$ cat src/rtl/stream_port_scheduler_if.sv
// Bundle of the N-source input streams and the single arbitrated output stream.
// The slave view belongs to the scheduler; the master view belongs to whatever drives it.
interface stream_port_scheduler_if #(
    parameter int unsigned S_DATA_COUNT = 3,
    parameter int unsigned T_DATA_WIDTH = 8
);
    localparam int unsigned T_ID___WIDTH = $clog2(S_DATA_COUNT);

    logic [S_DATA_COUNT-1:0]              s_valid_i;
    logic [S_DATA_COUNT*T_DATA_WIDTH-1:0] s_data_i;
    logic [S_DATA_COUNT-1:0]              s_last_i;
    logic [S_DATA_COUNT-1:0]              s_ready_o;
    logic                                 m_valid_o;
    logic [T_DATA_WIDTH-1:0]              m_data_o;
    logic                                 m_last_o;
    logic [T_ID___WIDTH-1:0]              m_id_o;
    logic                                 m_ready_i;

    modport master (
        output s_valid_i, s_data_i, s_last_i, m_ready_i,
        input  s_ready_o, m_valid_o, m_data_o, m_last_o, m_id_o
    );

    modport slave (
        input  s_valid_i, s_data_i, s_last_i, m_ready_i,
        output s_ready_o, m_valid_o, m_data_o, m_last_o, m_id_o
    );
endinterface

$ cat src/rtl/stream_port_scheduler.sv
// Packet-locked round-robin scheduler: N source streams share one registered output port.
// A grant is held from the first beat until the beat carrying last has been accepted.
module stream_port_scheduler #(
    parameter int unsigned S_DATA_COUNT = 3,
    parameter int unsigned T_DATA_WIDTH = 8
) (
    input logic                   clk_i,
    input logic                   rst_i,
    stream_port_scheduler_if.slave bus
);
    localparam int unsigned T_ID___WIDTH = $clog2(S_DATA_COUNT);

    typedef logic [T_ID___WIDTH-1:0] id_t;
    typedef enum logic {StIdle, StBusy} state_e;

    state_e                  state_q, state_d;
    id_t                     grant_q, grant_d;
    id_t                     last_grant_q, last_grant_d;
    logic                    m_valid_q, m_valid_d;
    logic [T_DATA_WIDTH-1:0] m_data_q, m_data_d;
    logic                    m_last_q, m_last_d;
    id_t                     m_id_q, m_id_d;

    id_t                     pick;
    id_t                     idx;
    logic                    pick_found;
    logic [T_DATA_WIDTH-1:0] src_data;
    logic                    src_valid;
    logic                    src_last;
    logic                    grant_ready;
    logic                    src_hs;
    logic [S_DATA_COUNT-1:0] ready;

    // Round-robin scan starting just after the previously completed grant.
    always_comb begin
        pick       = '0;
        pick_found = 1'b0;
        idx        = '0;
        for (int unsigned i = 0; i < S_DATA_COUNT; i++) begin
            idx = id_t'((32'(last_grant_q) + 32'd1 + i) % S_DATA_COUNT);
            if (!pick_found && bus.s_valid_i[idx]) begin
                pick       = idx;
                pick_found = 1'b1;
            end
        end
    end

    always_comb begin
        src_data  = '0;
        src_valid = 1'b0;
        src_last  = 1'b0;
        for (int unsigned k = 0; k < S_DATA_COUNT; k++) begin
            if (grant_q == id_t'(k)) begin
                src_data  = bus.s_data_i[k*T_DATA_WIDTH +: T_DATA_WIDTH];
                src_valid = bus.s_valid_i[k];
                src_last  = bus.s_last_i[k];
            end
        end
    end

    // Output register can take a new beat when empty or draining this cycle.
    assign grant_ready = (state_q == StBusy) && (!m_valid_q || bus.m_ready_i);
    assign src_hs      = grant_ready && src_valid;

    always_comb begin
        ready = '0;
        for (int unsigned k = 0; k < S_DATA_COUNT; k++) begin
            ready[k] = grant_ready && (grant_q == id_t'(k));
        end
    end

    always_comb begin
        state_d      = state_q;
        grant_d      = grant_q;
        last_grant_d = last_grant_q;
        unique case (state_q)
            StIdle: begin
                if (pick_found) begin
                    grant_d = pick;
                    state_d = StBusy;
                end
            end
            StBusy: begin
                if (src_hs && src_last) begin
                    last_grant_d = grant_q;
                    state_d      = StIdle;
                end
            end
            default: state_d = StIdle;
        endcase
    end

    always_comb begin
        m_valid_d = m_valid_q;
        m_data_d  = m_data_q;
        m_last_d  = m_last_q;
        m_id_d    = m_id_q;
        if (src_hs) begin
            m_valid_d = 1'b1;
            m_data_d  = src_data;
            m_last_d  = src_last;
            m_id_d    = grant_q;
        end else if (bus.m_ready_i) begin
            m_valid_d = 1'b0;
        end
    end

    always_ff @(posedge clk_i) begin
        if (rst_i) begin
            state_q      <= StIdle;
            grant_q      <= '0;
            last_grant_q <= id_t'(S_DATA_COUNT - 1);
            m_valid_q    <= 1'b0;
            m_data_q     <= '0;
            m_last_q     <= 1'b0;
            m_id_q       <= '0;
        end else begin
            state_q      <= state_d;
            grant_q      <= grant_d;
            last_grant_q <= last_grant_d;
            m_valid_q    <= m_valid_d;
            m_data_q     <= m_data_d;
            m_last_q     <= m_last_d;
            m_id_q       <= m_id_d;
        end
    end

    assign bus.s_ready_o = ready;
    assign bus.m_valid_o = m_valid_q;
    assign bus.m_data_o  = m_data_q;
    assign bus.m_last_o  = m_last_q;
    assign bus.m_id_o    = m_id_q;
endmodule

$ cat src/flat_wrapper.sv
// flat-port wrapper written by rule: the top's interface ports become plain ports
module stream_port_scheduler_flat 
#(
    parameter int unsigned S_DATA_COUNT = 3,
    parameter int unsigned T_DATA_WIDTH = 8
)
  (clk_i, rst_i, bus_s_valid_i, bus_s_data_i, bus_s_last_i, bus_m_ready_i, bus_s_ready_o, bus_m_valid_o, bus_m_data_o, bus_m_last_o, bus_m_id_o);
  stream_port_scheduler_if #(.S_DATA_COUNT(S_DATA_COUNT), .T_DATA_WIDTH(T_DATA_WIDTH)) bus_i ();
  input logic clk_i;
  input logic rst_i;
  input wire logic [$bits(bus_i.s_valid_i)-1:0] bus_s_valid_i;
  input wire logic [$bits(bus_i.s_data_i)-1:0] bus_s_data_i;
  input wire logic [$bits(bus_i.s_last_i)-1:0] bus_s_last_i;
  input wire logic [$bits(bus_i.m_ready_i)-1:0] bus_m_ready_i;
  output wire logic [$bits(bus_i.s_ready_o)-1:0] bus_s_ready_o;
  output wire logic [$bits(bus_i.m_valid_o)-1:0] bus_m_valid_o;
  output wire logic [$bits(bus_i.m_data_o)-1:0] bus_m_data_o;
  output wire logic [$bits(bus_i.m_last_o)-1:0] bus_m_last_o;
  output wire logic [$bits(bus_i.m_id_o)-1:0] bus_m_id_o;
  assign bus_i.s_valid_i = bus_s_valid_i;
  assign bus_i.s_data_i = bus_s_data_i;
  assign bus_i.s_last_i = bus_s_last_i;
  assign bus_i.m_ready_i = bus_m_ready_i;
  assign bus_s_ready_o = bus_i.s_ready_o;
  assign bus_m_valid_o = bus_i.m_valid_o;
  assign bus_m_data_o = bus_i.m_data_o;
  assign bus_m_last_o = bus_i.m_last_o;
  assign bus_m_id_o = bus_i.m_id_o;
  stream_port_scheduler #(.S_DATA_COUNT(S_DATA_COUNT), .T_DATA_WIDTH(T_DATA_WIDTH)) u_core (.clk_i(clk_i), .rst_i(rst_i), .bus(bus_i));
endmodule
$ cat config.mk
export PLATFORM = sky130hd
export DESIGN_NAME = stream_port_scheduler_flat
export DESIGN_NICKNAME = d
export VERILOG_FILES = /design/src/rtl/stream_port_scheduler_if.sv /design/src/rtl/stream_port_scheduler.sv /design/src/flat_wrapper.sv
export SDC_FILE = /design/constraint.sdc
export NUM_CORES = 1
export LEC_CHECK = 0
export CORE_MARGIN = 3
export CORE_UTILIZATION = 31
export CTS_CLUSTER_SIZE = 40
export DETAILED_ROUTE_END_ITERATION = 8
export PLACE_DENSITY = 0.72
export SLEW_MARGIN = 20
export SYNTH_ARGS = -nofsm -noshare
export SYNTH_HDL_FRONTEND = slang
export SYNTH_SLANG_ARGS = --single-unit
$ cat constraint.sdc
create_clock -name clk_i -period 2.3 [get_ports clk_i]
set_input_delay 0.46 -clock clk_i [delete_from_list [all_inputs] [get_ports clk_i]]
set_output_delay 0.46 -clock clk_i [all_outputs]
set_load 0.02 [all_outputs]
==> run_results.csv <==
group,metric,value,unit
min_path,hold_end,"u_core.bus.m_last_o",
clock_tree,post_cts_buffers,0,
synthesis,synth_nets,167,
clock_tree,clk_latency,0.29,ns
floorplan,fp-row-count,21,
timing,min_period_over_period,94.1,%
timing,finalSetupViolations,0,
clock_tree,tritoncts,"done",
global_routing,grt_pass1_vias,1125,
final_layout,final_util,48.5,%
timing,finalHoldViolCount,0,
setup_path,r2r-end,"u_core.grant_q[1]",
synthesis,synth-adder-area-share,4.44,%
clock_tree,cts.path.max_buffers,2,
global_routing,grt.total_usage,14.2,%
routing,drc,0,
setup_path,rr_worst_depth,7,
final_layout,diodes,0,
routing,drt_iter0_markers,56,
global_routing,antenna_found_initial,0,
setup_path,endpoint_kind,"output pin",
routing,wire_per_inst,13.4,µm
synthesis,synth-main-ff-cell,"dfxtp_1",
global_routing,grt_pass1_wl,4930,µm
synthesis,synth-simple-area-share,19.3,%
final_layout,nets,219,
global_routing,grt_max_degree,19,
flow_run,max_cap_viol_count,0,
routing,wirelength,3030,µm
synthesis,synth-compound-area-share,25.4,%
timing,tns,0,ns
synthesis,yosys.area.top_type,"dfxtp_1",
placed_design,dp_hpwl,2350,µm
floorplan,die_h,66.3,µm
floorplan,die_x,66.3,µm
clock_tree,cts.sinks,17,
clock_tree,root_buffer,"clkbuf_4",
timing,slew_viol_final,0,
synthesis,synth.distinct_cells,37,
timing,worst_slew_pin_slew,0.572,ns
synthesis,synth_top_area_share,30.2,%
timing,clock.fmax,462,MHz
synthesis,syn-mean-instance-area,8.66,µm²
floorplan,die-area,4390,µm²
clock_tree,clk_pin_slew,0.10,ns
run_status,status,"finished, final reports clean",
global_routing,grt_overflow,0,
setup_path,path_class,"in2out",
synthesis,synthTopCellsByArea,"dfxtp_1, mux2i_1, a21oi_1",
synthesis,yosysSeqAreaShare,30.2,%
setup_path,required,1.84,ns
setup_path,start_kind,"input pin",
final_layout,drive_gt1_share,13.3,%
timing,slew_headroom,61.8,%
synthesis,yosys_warnings,0,
floorplan,initial_core_util,33.0,%
setup_path,cp_data_arrival_time,1.70,ns
min_path,hold_class,"reg2reg",
clock_tree,h-tree-depth,1,
synthesis,synthCells,130,
setup_path,crit_path_max_fanout,4,
placed_design,portBuffers,47,
setup_path,ff2ff_setup_slack,0.21,ns
timing,rsz0062_at_grt,"no",
pwr,power-per-cell-area,500,nW/µm²
placed_design,finalWeightedCongestion,0.842,
synthesis,ys_ff_latch,17,
final_layout,syn_to_final_growth,47.1,%
min_path,hp-start,"u_core.bus.m_last_o",
clock_tree,cts_buffers,3,
routing,dr.pass1.iters,4,
timing,period_minus_slack,2.16,ns
setup_path,r2r-start,"u_core.last_grant_q[0]",
pwr,p_leak,0.640,nW
synthesis,synth_xor_area_share,0,%
synthesis,synth_mux_area_share,10.7,%
min_path,holdPathStages,2,
floorplan,core_area,3420,µm²
pwr,ir_drop,0.000313,V
synthesis,synth_top_family_by_area,"compound AO/OA/AOI/OAI gates",
synthesis,synth_edf_count,0,
synthesis,async_flop_share,0,%
routing,via_per_inst,4.88,
synthesis,mappedNetlistArea,1130,µm²
floorplan,pin_count,48,
timing,fin_worst_hold_slack,0.466,ns
timing,fin_skew,0.00470,ns
routing,dr_total_vias,1107,
routing,ant_nets,0,
==> synthesized netlist by cell type, types with 2 or more instances <==
master and instances:
a211oi_1 8, a21oi_1 16, buf_6 4, clkbuf_1 3
dfxtp_1 17, ha_1 4, inv_1 6, mux2i_1 12
nand2_1 5, nand2b_1 3, nand3_1 2, nor2_1 21
nor2b_1 2, nor2b_4 2, nor3_1 2, o211ai_1 2
==> per-stage QoR <==
stage	area, µm²	instances	setup WS [ns]	total power [W]
3_3_place_gp	1640	223	-0.184	0.000668
2_1_floorplan	1130	130	0.421	0.000546
6_report	1660	227	0.136	0.000828
3_5_place_dp	1640	223	-0.235	0.000677
4_1_cts	1660	227	0.0325	0.000837
5_1_grt	1660	227	0.0150	0.000885
==> registers in the layout, indices dropped and copies added (netlist names) <==
name and flops:
u_core.bus.m_data_o 8, u_core.bus.m_id_o 2, u_core.bus.m_last_o 1, u_core.bus.m_valid_o 1
u_core.grant_q 2, u_core.last_grant_q 2, u_core.state_q 1
==> power breakdown <==
part	total, W	switching [W]	internal, W
logic	0.000323	0.000155	0.000168
registers	0.000344	0.0000231	0.000321
clock network	0.000161	0.0000960	0.0000648
==> logic make-up (layout without fill, tap and decap cells) <==
logic type / count (synthesis) / in the layout
buf+inv: 16 / 67
mux: 12 / 12
flops: 17 / 17
compound gates: 38 / 38
fa+ha+maj: 4 / 4
simple gates: 43 / 43
==> repair_timing <==
| item | CTS | global route |
|---|---|---|
| gates resized for setup | 3 | 5 |
| setup endpoints to repair | 3 | 2 |
| hold buffers | 0 | 0 |
==> layer usage <==
layer | wire length (µm) | global-route usage (%)
met1 | 1320 | 17.2
met2 | 1430 | 24.5
met3 | 265 | 4.59
met4 | 8 | 2.54
met5 | 0 | 0
==> layout make-up <==
| type | count | area, µm² |
|---|---|---|
| well taps | 46 | 57.6 |
| inverters | 6 | 22.5 |
| flip-flops and latches | 17 | 340 |
| multi-input cells | 97 | 674 |
| fillers | 331 | 1760 |
| clock buffers | 3 | 22.5 |
| clock inverters | 1 | 5.00 |
| repair buffers | 57 | 534 |
==> worst max-delay path by stage <==
stage	from	end	depth (start not counted)
after floorplan	u_core.last_grant_q[0]	u_core.grant_q[1]	8
after global placement	bus_m_ready_i	bus_s_ready_o[1]	6
after detailed placement	bus_m_ready_i	bus_s_ready_o[1]	6
after CTS	bus_m_ready_i	bus_s_ready_o[1]	6
after global routing	bus_m_ready_i	bus_s_ready_o[0]	5
final	bus_m_ready_i	bus_s_ready_o[0]	5
==> layout by cell type, fill, tap and decap left out, types with 2 or more instances in the layout <==
cell / netlist / layout
clkbuf_4: 0 / 3
clkbuf_2: 0 / 2
dfxtp_1: 17 / 17
ha_1: 4 / 4
clkdlybuf4s50_1: 0 / 44
o211ai_1: 2 / 2
nor2b_1: 2 / 2
nor3_1: 2 / 2
a211oi_1: 8 / 8
inv_1: 6 / 6
mux2i_1: 12 / 12
nor2b_4: 2 / 2
buf_4: 1 / 10
nand2_1: 5 / 5
nand3_1: 2 / 2
nand2b_1: 3 / 3
nor2_1: 21 / 21
a21oi_1: 16 / 16
==> worst max-delay path, stage by stage <==
cell             delay (ns)
clkdlybuf4s50_1        0.44
nand2b_1               0.12
nand2_1                0.14
nor3_1                 0.19
dlygate4sd2_1          0.36
Power figures use the tool's default switching activity.
